<file path="config.mk">
export PLATFORM = sky130hd
export DESIGN_NAME = vga_timing_gen
export DESIGN_NICKNAME = d
export VERILOG_FILES = /design/src/rtl/vga_timing_gen.sv
export SDC_FILE = /design/constraint.sdc
export NUM_CORES = 1
export LEC_CHECK = 0
export BUFFER_PORTS_ARGS = -buffer_cell sky130_fd_sc_hd__clkbuf_2
export CORE_UTILIZATION = 58
export CTS_CLUSTER_DIAMETER = 150
export CTS_CLUSTER_SIZE = 24
export DETAILED_ROUTE_END_ITERATION = 12
export HOLD_SLACK_MARGIN = 0.12
export PLACE_DENSITY_LB_ADDON = 0.08
export SYNTH_ARGS = -nofsm -noshare
export SYNTH_HDL_FRONTEND = slang
export SYNTH_SLANG_ARGS = --single-unit
</file>
<file path="constraint.sdc">
create_clock -name clk -period 5.1 [get_ports clk]
set_input_delay 0.255 -clock clk [delete_from_list [all_inputs] [get_ports clk]]
set_output_delay 0.255 -clock clk [all_outputs]
set_load 0.05 [all_outputs]
</file>
<file path="src/rtl/vga_timing_gen.sv">
// vga_timing_gen: parametrised VGA raster timing (sync, display enable, position, look-ahead fetch position); optional frame counter under VGA_FRAME_CNT_EN.
// Latency: every output is registered and describes the position reached on the same clk edge that raises pix_tick.
// Backpressure: none; en=0 freezes divider, counters and outputs, with pix_tick/line_start/frame_start held low.
module vga_timing_gen #(
    parameter int H_ACTIVE   = 640,
    parameter int H_FP       = 16,
    parameter int H_SYNC     = 96,
    parameter int H_BP       = 48,
    parameter int V_ACTIVE   = 480,
    parameter int V_FP       = 10,
    parameter int V_SYNC     = 2,
    parameter int V_BP       = 33,
    parameter int CLK_DIV    = 4,
    parameter bit HS_POL     = 1'b0,
    parameter bit VS_POL     = 1'b0,
    parameter int FETCH_LEAD = 2,
    parameter int COL_W      = 10,
    parameter int ROW_W      = 9
) (
    input  logic             clk,
    input  logic             rst,
    input  logic             en,
    output logic             pix_tick,
    output logic             HSync,
    output logic             VSync,
    output logic             disp_en,
    output logic [COL_W-1:0] col,
    output logic [ROW_W-1:0] row,
    output logic             line_start,
    output logic             frame_start,
    output logic             fetch_en,
    output logic [COL_W-1:0] fetch_col,
    output logic [ROW_W-1:0] fetch_row,
    output logic [15:0]      frame_cnt
);

    localparam int H_TOTAL = H_ACTIVE + H_FP + H_SYNC + H_BP;
    localparam int V_TOTAL = V_ACTIVE + V_FP + V_SYNC + V_BP;
    localparam int H_W     = (H_TOTAL > 1) ? $clog2(H_TOTAL) : 1;
    localparam int V_W     = (V_TOTAL > 1) ? $clog2(V_TOTAL) : 1;
    localparam int DIV_W   = (CLK_DIV > 1) ? $clog2(CLK_DIV) : 1;

    localparam logic [DIV_W-1:0] DIV_LAST = DIV_W'(CLK_DIV - 1);
    localparam logic [H_W-1:0]   H_LAST   = H_W'(H_TOTAL - 1);
    localparam logic [V_W-1:0]   V_LAST   = V_W'(V_TOTAL - 1);

    // One extra bit so that region bounds equal to the axis total still fit.
    localparam logic [H_W:0] H_TOTAL_X  = (H_W + 1)'(H_TOTAL);
    localparam logic [H_W:0] LEAD_X     = (H_W + 1)'(FETCH_LEAD);
    localparam logic [H_W:0] H_ACT_X    = (H_W + 1)'(H_ACTIVE);
    localparam logic [H_W:0] HS_START_X = (H_W + 1)'(H_ACTIVE + H_FP);
    localparam logic [H_W:0] HS_STOP_X  = (H_W + 1)'(H_ACTIVE + H_FP + H_SYNC);
    localparam logic [V_W:0] V_ACT_X    = (V_W + 1)'(V_ACTIVE);
    localparam logic [V_W:0] VS_START_X = (V_W + 1)'(V_ACTIVE + V_FP);
    localparam logic [V_W:0] VS_STOP_X  = (V_W + 1)'(V_ACTIVE + V_FP + V_SYNC);

    logic [DIV_W-1:0] div;
    logic [H_W-1:0]   h;
    logic [V_W-1:0]   v;

    logic             tick;
    logic [H_W-1:0]   h_nxt;
    logic [V_W-1:0]   v_nxt;
    logic [H_W:0]     f_sum;
    logic [H_W-1:0]   fh_nxt;
    logic [V_W-1:0]   fv_nxt;
    logic             frame_hit;

    logic             de_nxt;
    logic             fe_nxt;
    logic             hs_act;
    logic             vs_act;

    // Pixel tick fires on the last divider phase while running.
    assign tick = en && (div == DIV_LAST);

    // Next raster position and the look-ahead position FETCH_LEAD ticks beyond it.
    always_comb begin
        h_nxt  = h + H_W'(1);
        v_nxt  = v;
        if (h == H_LAST) begin
            h_nxt = '0;
            v_nxt = (v == V_LAST) ? '0 : v + V_W'(1);
        end
        f_sum  = {1'b0, h_nxt} + LEAD_X;
        fh_nxt = f_sum[H_W-1:0];
        fv_nxt = v_nxt;
        // Lead never exceeds one line, so at most one horizontal wrap is possible.
        if (f_sum >= H_TOTAL_X) begin
            fh_nxt = H_W'(f_sum - H_TOTAL_X);
            fv_nxt = (v_nxt == V_LAST) ? '0 : v_nxt + V_W'(1);
        end
    end

    // Region decode of the next-state positions so registered outputs carry no lag.
    always_comb begin
        de_nxt = ({1'b0, h_nxt} < H_ACT_X) && ({1'b0, v_nxt} < V_ACT_X);
        fe_nxt = ({1'b0, fh_nxt} < H_ACT_X) && ({1'b0, fv_nxt} < V_ACT_X);
        hs_act = ({1'b0, h_nxt} >= HS_START_X) && ({1'b0, h_nxt} < HS_STOP_X);
        vs_act = ({1'b0, v_nxt} >= VS_START_X) && ({1'b0, v_nxt} < VS_STOP_X);
    end

    assign frame_hit = tick && (h_nxt == '0) && (v_nxt == '0);

    // Divider, raster counters and all registered outputs.
    always_ff @(posedge clk or posedge rst) begin
        if (rst) begin
            div         <= '0;
            h           <= H_LAST;
            v           <= V_LAST;
            pix_tick    <= 1'b0;
            line_start  <= 1'b0;
            frame_start <= 1'b0;
            HSync       <= ~HS_POL;
            VSync       <= ~VS_POL;
            disp_en     <= 1'b0;
            col         <= '0;
            row         <= '0;
            fetch_en    <= 1'b0;
            fetch_col   <= '0;
            fetch_row   <= '0;
        end else begin
            pix_tick    <= tick;
            line_start  <= tick && (h_nxt == '0);
            frame_start <= frame_hit;
            if (en) begin
                div <= tick ? '0 : div + DIV_W'(1);
            end
            if (tick) begin
                h         <= h_nxt;
                v         <= v_nxt;
                HSync     <= hs_act ? HS_POL : ~HS_POL;
                VSync     <= vs_act ? VS_POL : ~VS_POL;
                disp_en   <= de_nxt;
                col       <= de_nxt ? COL_W'(h_nxt) : '0;
                row       <= de_nxt ? ROW_W'(v_nxt) : '0;
                fetch_en  <= fe_nxt;
                fetch_col <= fe_nxt ? COL_W'(fh_nxt) : '0;
                fetch_row <= fe_nxt ? ROW_W'(fv_nxt) : '0;
            end
        end
    end

`ifdef VGA_FRAME_CNT_EN
    // Frame counter advances on the edge that raises frame_start and wraps naturally.
    always_ff @(posedge clk or posedge rst) begin
        if (rst) begin
            frame_cnt <= '0;
        end else if (frame_hit) begin
            frame_cnt <= frame_cnt + 16'd1;
        end
    end
`else
    assign frame_cnt = '0;
`endif

endmodule
</file>
# [After elaboration in Yosys (flattened, before gate mapping)]
# Index checks and enable logic that the tools add are counted.
[totals] reg_bits=67 out_inout_bits=61 input_bits=3 elab_cells=55
[op_classes] eq_ne=4 order_cmp=9 mux=13 n_addsub=6 n_reduce_logical=9
[ops] op="10-bit two-way mux" count=8
[ops] op="10-bit by 1-bit adder with 10-bit output, second input constant" count=3
[ops] op="10-bit equality test, second input constant" count=3
[ops] op="10-bit < comparator, second input constant" count=3
[ops] op="10-bit by 9-bit < comparator with 1-bit output, second input constant" count=3
[ops] op="10-bit zero test" count=2
[ops] op="9-bit two-way mux" count=2
[ops] op="10-bit by 2-bit adder with 11-bit output, second input constant" count=1
[ops] op="11-bit by 10-bit greater-or-equal comparator with 1-bit output, second input constant" count=1
[ops] op="10-bit greater-or-equal comparator, second input constant" count=1
[ops] op="10-bit by 9-bit greater-or-equal comparator with 1-bit output, second input constant" count=1
[ops] op="10-bit subtractor, second input constant" count=1
[ops] op="1-bit logical AND" count=7
[ops] op="2-bit by 1-bit adder with 2-bit output, second input constant" count=1
[ops] op="2-bit equality test, second input constant" count=1
[ops] op="1-bit two-way mux" count=2
[ops] op="2-bit two-way mux" count=1

# [Longest topological paths before layout]
# Gate-level depths: netlist of run 1.
[logic_depth] depth_word=9 mapped_depth=17 depth_no_buf=15

# [Least setup slack after synthesis of run 1]
# No wires, ideal clock.
[synth_timing] path_kind="flip-flop to flip-flop" startpoint="register h[0]" endpoint="register fetch_en" slack_ns=1.517 path_buffers=3 arrival_ns=3.458 setup_ns=0.125 stages_incl_launch_ff=17 period_less_slack_ns=3.583 path_cell_list="dfstp_2 -> ha_1 -> buf_2 -> xnor2_1 -> inv_1 -> ha_1 -> and3b_1 -> buf_4 -> mux2i_4 -> ha_1 -> o31ai_1 -> o32ai_4 -> nand3b_4 -> xor2_2 -> a311oi_2 -> buf_4 -> mux2_2"
[synth_via] elab_chain_cells=7 word_cells_on_any_way=15 cone_classes="4 x add/sub; 3 x order compare; 2 x eq/ne; 5 x mux; 1 x reduce/logical"
[synth_lines] item="from (decl)" line_no="58" rtl="logic [H_W-1:0] h;"
[synth_lines] item="from (signal assigned)" line_no="130" rtl="h <= h_nxt;"
[synth_lines] item="10-bit by 1-bit adder with 10-bit output or 10-bit equality test (tied branches)" line_no="79, 81"
[synth_lines] item="10-bit two-way mux (*)" line_no="81" rtl="if (h == H_LAST) begin"
[synth_lines] item="named net h_nxt[2]" line_no="62" rtl="logic [H_W-1:0] h_nxt;"
[synth_lines] item="10-bit by 2-bit adder with 11-bit output (*)" line_no="85" rtl="f_sum = {1'b0, h_nxt} + LEAD_X;"
[synth_lines] item="10-bit subtractor or 11-bit by 10-bit greater-or-equal comparator with 1-bit output (tied branches)" line_no="90, 89"
[synth_lines] item="10-bit two-way mux" line_no="89" rtl="if (f_sum >= H_TOTAL_X) begin"
[synth_lines] item="10-bit < comparator or 10-bit by 9-bit < comparator with 1-bit output (tied branches)" line_no="98" rtl="fe_nxt = ({1'b0, fh_nxt} < H_ACT_X) && ({1'b0, fv_nxt} < V_ACT_X);"
[synth_lines] item="1-bit logical AND (*)" line_no="98"
[synth_lines] item="to (signal assigned)" line_no="137" rtl="fetch_en <= fe_nxt;"
[synth_lines] item="to (decl)" line_no="31" rtl="output logic fetch_en,"
# Mark *: on every way through the listed nets, which the timed path passes. The rest lies on a longest branch.
# A chain may end at the register's enable or synchronous reset.

# [Final worst setup path of run 1]
[layout_timing] startpoint="register h[0]" endpoint="register fetch_en"
[layout_via] elab_chain_cells=7 word_cells_on_any_way=15 cone_classes="4 x add/sub; 3 x order compare; 2 x eq/ne; 5 x mux; 1 x reduce/logical"
[layout_lines] item="10-bit by 1-bit adder with 10-bit output or 10-bit equality test (tied branches)" line_no="79, 81"
[layout_lines] item="10-bit two-way mux" line_no="81"
[layout_lines] item="10-bit by 2-bit adder with 11-bit output (tied with other cells)" line_no="85"
[layout_lines] item="10-bit subtractor (tied with other cells)" line_no="90" rtl="fh_nxt = H_W'(f_sum - H_TOTAL_X);"
[layout_lines] item="10-bit two-way mux" line_no="89"
[layout_lines] item="10-bit < comparator or 10-bit by 9-bit < comparator with 1-bit output (tied branches)" line_no="98"
[layout_lines] item="1-bit logical AND (*)" line_no="98"
# Mark *: on every way between the ends. The rest lies on a longest branch, timed or not.

==> results of run 1 <==
## stage by stage
step	utilization	hold WS (ps)	instances
4_1_cts	0.6548	150.2	616
2_1_floorplan	-	347.7	497
5_1_grt	0.6548	219.9	616
3_5_place_dp	0.6285	470.4	599
3_3_place_gp	0.6285	459.1	599
6_report	0.6548	122.9	616
## path summary, 6_finish.rpt
path,end,slack (ps),cells past startpoint
max,fetch_en$_DFFE_PP0P_,580,13
min,div[0]$_DFFE_PP0P_,120,3
max reg2reg,fetch_en$_DFFE_PP0P_,580,13
min reg2reg,col[6]$_DFFE_PP0P_,480,2
max in group asynchronous,fetch_col[3]$_DFFE_PP0P_,4420,3
min in group clk,col[6]$_DFFE_PP0P_,480,2
## metal layers
metal	routed length, µm	part of all wire	vias to the layer above	GRT usage
li1	-	-	1738	-
met1	5015	0.50	1708	0.4120
met2	4327	0.43	136	0.3789
met3	591	0.059	15	0.04524
met4	148	0.015	0	0.09668
met5	0	0	-	0
## cells by family after synthesis
logic type               count (synthesis)
AND/OR/NAND/NOR                        179
AO/OA/AOI/OAI                          118
flip-flops                              67
buffers and inverters                   66
XOR/XNOR                                33
adder cells (fa/ha/maj)                 11
multiplexers                             7
other                                    1
## timing repair
item / 4_1_cts / 5_1_grt
setup buffers: 0 / 0
endpoints found under the hold margin: 1 / 0
resized for setup: 0 / 0
hold buffers: 1 / 0
## registers in the layout, indices dropped and copies added, names as in the netlist
register and cells:
fetch_row 9, pix_tick 1, frame_start 1, h 10, col 10, fetch_col 10, VSync 1, disp_en 1
line_start 1, row 9, div 2, HSync 1, fetch_en 1, v 10
## critical path: stages (launching register included)
cell and delay [ps]:
dfstp_2 660, ha_1 530, nand3_1 230, xnor2_2 250
and3b_1 350, mux2i_4 360, ha_1 280, o31ai_1 140
o32ai_4 540, nand3b_4 280, xor2_2 170, a311oi_2 120
buf_4 220, mux2_2 280
## cell type report
type / count / area (µm²)
Fill cell: 640 / 2517
Multi-Input combinational cell: 364 / 2427
Sequential cell: 67 / 1692
Timing Repair Buffer: 54 / 290.3
Clock buffer: 9 / 123.9
Tap cell: 99 / 123.9
Inverter: 16 / 60.06
Clock inverter: 7 / 57.56
## where the power goes
part	switching, mW	internal, mW	total (mW)
clock network	0.230	0.183	0.413
registers	0.0980	0.634	0.732
logic	0.499	0.214	0.713
## cell usage after synthesis, drive strengths merged, types with 3 or more instances
master and instances:
nand2 63, dfrtp 55, buf 35, nor2 35, o21ai 31, xnor2 22
a21oi 17, a22o 17, inv 16, clkbuf 15, o31ai 14, nand3 13
dfstp 12, and2 11, ha 11, xor2 11, nand4 9, nor3 9
or3 7, a22oi 6, nor2b 6, and3 5, nor4 5, a21o 4
a32o 4, mux2i 4, nand2b 4, a31o 3, and4 3, mux2 3
nand3b 3, o2111a 3
==> impl_metrics.yaml, run 1 <==
status:
  status: "complete, no violations"
yosys:
  synth_compound_area_frac: 0.1948
  ys_ff_latch: 67
  syn_area_per_cell_um2: 9.166
  synth_top_cell_by_area: "dfrtp_1"
  yosysWarningCount: 0
  seq_area_frac_synth: 0.3829
  synth_xor_xnor_area_share: 0.07052
  synthMuxAreaShare: 0.01954
  synth-edff-count: 0
  syn_inst: 482
  netlist_area_um2: 4418
  synth-async-reset-ratio: 1.000
  synthSimpleGateAreaFrac: 0.2192
  synth.area.top_cells: "dfrtp_1 31%, dfstp_2 7.1%, nand2_1 5.4%, xnor2_1 4.2%, buf_4 4.1%"
  synth.distinct_cells: 68
  synth_top_family_by_area: "simple AND/OR/NAND/NOR gates"
  post_synth_fa_ha_maj_area_fraction: 0.03115
  ys.flop_type: "dfrtp_1"
  synth_top_area_share: 0.3115
sta:
  setup_viol: 0
  rsz0062_at_grt: "false"
  final_max_slew_viol_count: 0
  worst_pin_slew_ps: 837.7
  tns_ps: 0
  max_slew_margin: 0.4415
  skew_ps: 10.81
  period_minus_slack_ps: 4524
  max_freq_mhz: 221.0
  hold_viol_final: 0
  worst_slack_ps: 576.1
  min_period_over_period: 0.8870
route:
  ant_nets: 0
  drt_iter0_drc: 270
  vias: 3597
  totalWireLength_um: 10080
  first_pass_iters: 5
  wl_per_cell_um: 16.37
  vias_per_cell: 5.839
  drcViolationCount: 0
power_and_ir_drop:
  total_power_mw: 1.858
  cellLeakagePower_nw: 2.181
  ir_worst_vdd_v: 0.0002208
  power_density_nw_per_um2: 389.2
clocking:
  clock_sinks: 67
  cts_root_buf: "clkbuf_8"
  cts_tree: "yes"
  ctsLongestPathBuffers: 2
  clkTransAtPathRegs_ps: 80
  cts_buffers: 9
  htreeDepth: 3
  clkLatencyLatePin_ps: 350
flow_run:
  cap_violations: 0
worst_setup_path:
  worstPathMaxFanout: 20
  endpoint_kind: "register"
  worstSetupPathType: "reg2reg"
  crit_start: "h[0]$_DFFE_PP1P_"
  cp.arrival_ps: 4760
  start_kind: "register"
  required_ps: 5340
  r2r-start: "h[0]$_DFFE_PP1P_"
placement:
  port-buffer-count: 47
  dp_hpwl_um: 7098
  place_area_um2: 4583
  place_ws_ps: 633.2
  gp_congestion: 0.9092
final_layout:
  final_area_um2: 4775
  final_layout_size_suffix_gt1_frac: 0.2070
  final_common_cell: "nand2_1"
  fin_nets: 526
  areaGrowthSynthToFinish_pct: 8.071
  layout.cells.most_common_list: "62 x nand2_1, 55 x dfrtp_1, 47 x clkbuf_2"
  diodes: 0
global_route:
  antenna_found_initial: 0
  grt_use_total: 0.2688
  grt_max_degree: 89
  grt_pass1_wl_um: 16130
  overflow: 0
  grt_pass1_vias: 3126
die:
  pin_count: 64
  die_h_um: 89.28
  initial_core_util: 0.6059
  die-area_um2: 7970
  coreArea_um2: 7292
  die_w_um: 89.28
  rows: 31
worst_hold_path:
  hold_path_class: "in2async"
Note: power is estimated with default switching activity, not from simulation.
==> inputs of run 2 (changes only) <==
Settings changed: ABC_AREA from default to 1, TNS_END_PERCENT from default to 30.
==> run 2 against run 1 <==
Die area decreased by 3.7%. Flip-flop and latch count unchanged. Final area decreased by 2.2%. Synthesized cell count is 20% higher. Global-route usage up 1.7 points. Final cell count grew 17%. Critical endpoint unchanged. Largest power group is now combinational cells.
==> impl_metrics.yaml, run 2 <==
route:
  first_pass_iters: 4
  drcViolationCount: 0
  ant_nets: 0
  drt_iter0_drc: 197
  wl_per_cell_um: 14.28
  vias_per_cell: 5.458
  totalWireLength_um: 10290
  vias: 3930
worst_setup_path:
  crit_buf_inv: 3
  worstPathMaxFanout: 20
  worstSetupPathType: "reg2reg"
  critical-path-slowest-cell: "dfstp_2"
  max_stage_delay_ps: 610
  timing.critical_path.mode_cell: "nand2_1"
  endpoint_kind: "register"
  critical_path.cell_chain: "ha_1 > nor2_1 > nor2_2 > ha_1 > nand3_1 > nand2_1 > o21ai_2 > ha_1 > inv_1 > nand3_1 > nor2_1 > a21oi_4 > nand2_2 > inv_1 > nand2_1 > nand2_1 > inv_1 > nand3_2 > nand2_1 > o21ai_1"
  cp.arrival_ps: 4110
  required_ps: 5340
  path_delay_family: "simple AND/OR/NAND/NOR gates"
  start_kind: "register"
yosys:
  netlist_area_um2: 4253
  ys_ff_latch: 67
  seq_area_frac_synth: 0.3978
  synthSimpleGateAreaFrac: 0.3460
  synth.most_common_cell: "nand2_1"
  synth.distinct_cells: 34
  synth_top_cell_by_area: "dfrtp_1"
  synth_compound_area_frac: 0.09032
  syn_area_per_cell_um2: 7.345
  synth-async-reset-ratio: 1.000
  post_synth_fa_ha_maj_area_fraction: 0.03236
  synth_top_area_share: 0.3236
  synth_xor_xnor_area_share: 0.02265
  synth-edff-count: 0
  ys.flop_type: "dfrtp_1"
  synth.area.top_cells: "dfrtp_1 32%, nand2_1 17%, dfstp_2 7.4%, o21ai_0 4.8%, nand4_1 4.6%"
  synth_top_family_by_area: "simple AND/OR/NAND/NOR gates"
  syn_inst: 579
  synthMuxAreaShare: 0.002648
  yosysWarningCount: 0
  synthTopCellsByCount: "187 x nand2_1, 55 x dfrtp_1, 50 x inv_1"
final_layout:
  final_common_cell: "nand2_1"
  areaGrowthSynthToFinish_pct: 9.826
  fillerInstances: 608
  diodes: 0
  fin_nets: 633
  final_area_um2: 4671
  layout.cells.most_common_list: "187 x nand2_1, 55 x dfrtp_1, 49 x inv_1"
  final_layout_size_suffix_gt1_frac: 0.1859
global_route:
  antenna_found_initial: 0
  grt_pass1_wl_um: 16980
  grt_max_degree: 68
  grt_pass1_vias: 3661
  grt_use_total: 0.2861
  overflow: 0
clocking:
  cts_root_buf: "clkbuf_8"
  ctsLongestPathBuffers: 2
  cts_hold_buf: 0
  clkTransAtPathRegs_ps: 80
  cts_buffers: 9
  ctsResizeCount: 0
  htreeDepth: 3
  clkLatencyLatePin_ps: 360
  clock_sinks: 67
  post_cts_buffers: 0
  cts_tree: "yes"
placement:
  place_ws_ps: 1295
  port-buffer-count: 47
  place_area_um2: 4448
  dp_hpwl_um: 7345
  gp_congestion: 0.9745
power_and_ir_drop:
  cellLeakagePower_nw: 2.377
  ir_worst_vdd_v: 0.0003256
  power_density_nw_per_um2: 589.4
  total_power_mw: 2.753
die:
  die-area_um2: 7679
  coreArea_um2: 6944
  die_w_um: 87.63
  rows: 30
  initial_core_util: 0.6124
  die_h_um: 87.63
  pin_count: 64
sta:
  max_freq_mhz: 258.5
  worst_slack_ps: 1232
  holdWs_ps: 119.4
  final_max_slew_viol_count: 0
  tns_ps: 0
  period_minus_slack_ps: 3868
  max_slew_margin: 0.4321
  setup_viol: 0
  skew_ps: 12.83
  hold_viol_final: 0
  min_period_over_period: 0.7584
  worst_pin_slew_ps: 851.8
  rsz0062_at_grt: "false"
worst_hold_path:
  hold_path_class: "in2async"
status:
  status: "complete, no violations"
flow_run:
  cap_violations: 0
[run 2: changes by cell type after synthesis, sizes merged, moves of 10 or more]
cell   previous run  this run
nand4             9        31
xnor2            22         1
and2             11         1
nand3            13        42
o21ai            31        53
a22o             17         0
nand2            63       197
o31ai            14         0
inv              16        57
[run 2: final cells by class]
type,count,area [µm²],area share
Clock buffer,9,123.9,0.02652
Inverter,58,217.7,0.04661
Clock inverter,7,98.84,0.02116
Tap cell,96,120.1,0.02572
Timing Repair Buffer,50,257.7,0.05518
Multi-Input combinational cell,433,2161,0.4626
Sequential cell,67,1692,0.3622
[run 2: layer usage]
| metal | wire length [µm] | global-route usage | up-vias |
|---|---|---|---|
| met5 | 0 | 0 | - |
| met4 | 230 | 0.1058 | 0 |
| met3 | 480 | 0.04713 | 20 |
| met2 | 5089 | 0.4957 | 107 |
| met1 | 4485 | 0.3600 | 1883 |
| li1 | - | - | 1920 |
[run 2: where the power goes]
| group | switching [mW] | internal (mW) | leakage, nW |
|---|---|---|---|
| clock network | 0.230 | 0.278 | 0.110 |
| logic | 1.05 | 0.325 | 1.42 |
| registers | 0.137 | 0.733 | 0.848 |
| total | 1.42 | 1.34 | 2.38 |
[run 2: worst min-delay path, cell delays in order]
cell	delay [ps]
clkbuf_2	80
inv_2	30
buf_4	640
[run 2: final timing paths]
check	start	end	slack, ps	depth (start not counted)
hold / removal	rst	row[8]$_DFFE_PP0P_	120	3
max in group asynchronous	rst	fetch_row[2]$_DFFE_PP0P_	4410	3
setup / recovery	h[0]$_DFFE_PP1P_	fetch_en$_DFFE_PP0P_	1230	20
min in group clk	en	div[0]$_DFFE_PP0P_	150	2
setup reg to reg	h[0]$_DFFE_PP1P_	fetch_en$_DFFE_PP0P_	1230	20
hold reg to reg	fetch_row[2]$_DFFE_PP0P_	fetch_row[2]$_DFFE_PP0P_	480	2
[run 2: cell families after synthesis]
kind of cell    Yosys count
simple gates            327
buf+inv                  94
compound gates           67
flops                    67
fa+ha+maj                11
xor+xnor                 11
other cells               1
mux                       1
[run 2: per-stage QoR]
stage / cells / utilization
6_report: 720 / 0.6726
5_1_grt: 720 / 0.6726
4_1_cts: 720 / 0.6726
3_5_place_dp: 704 / 0.6405
3_3_place_gp: 704 / 0.6405
2_1_floorplan: 594 / -
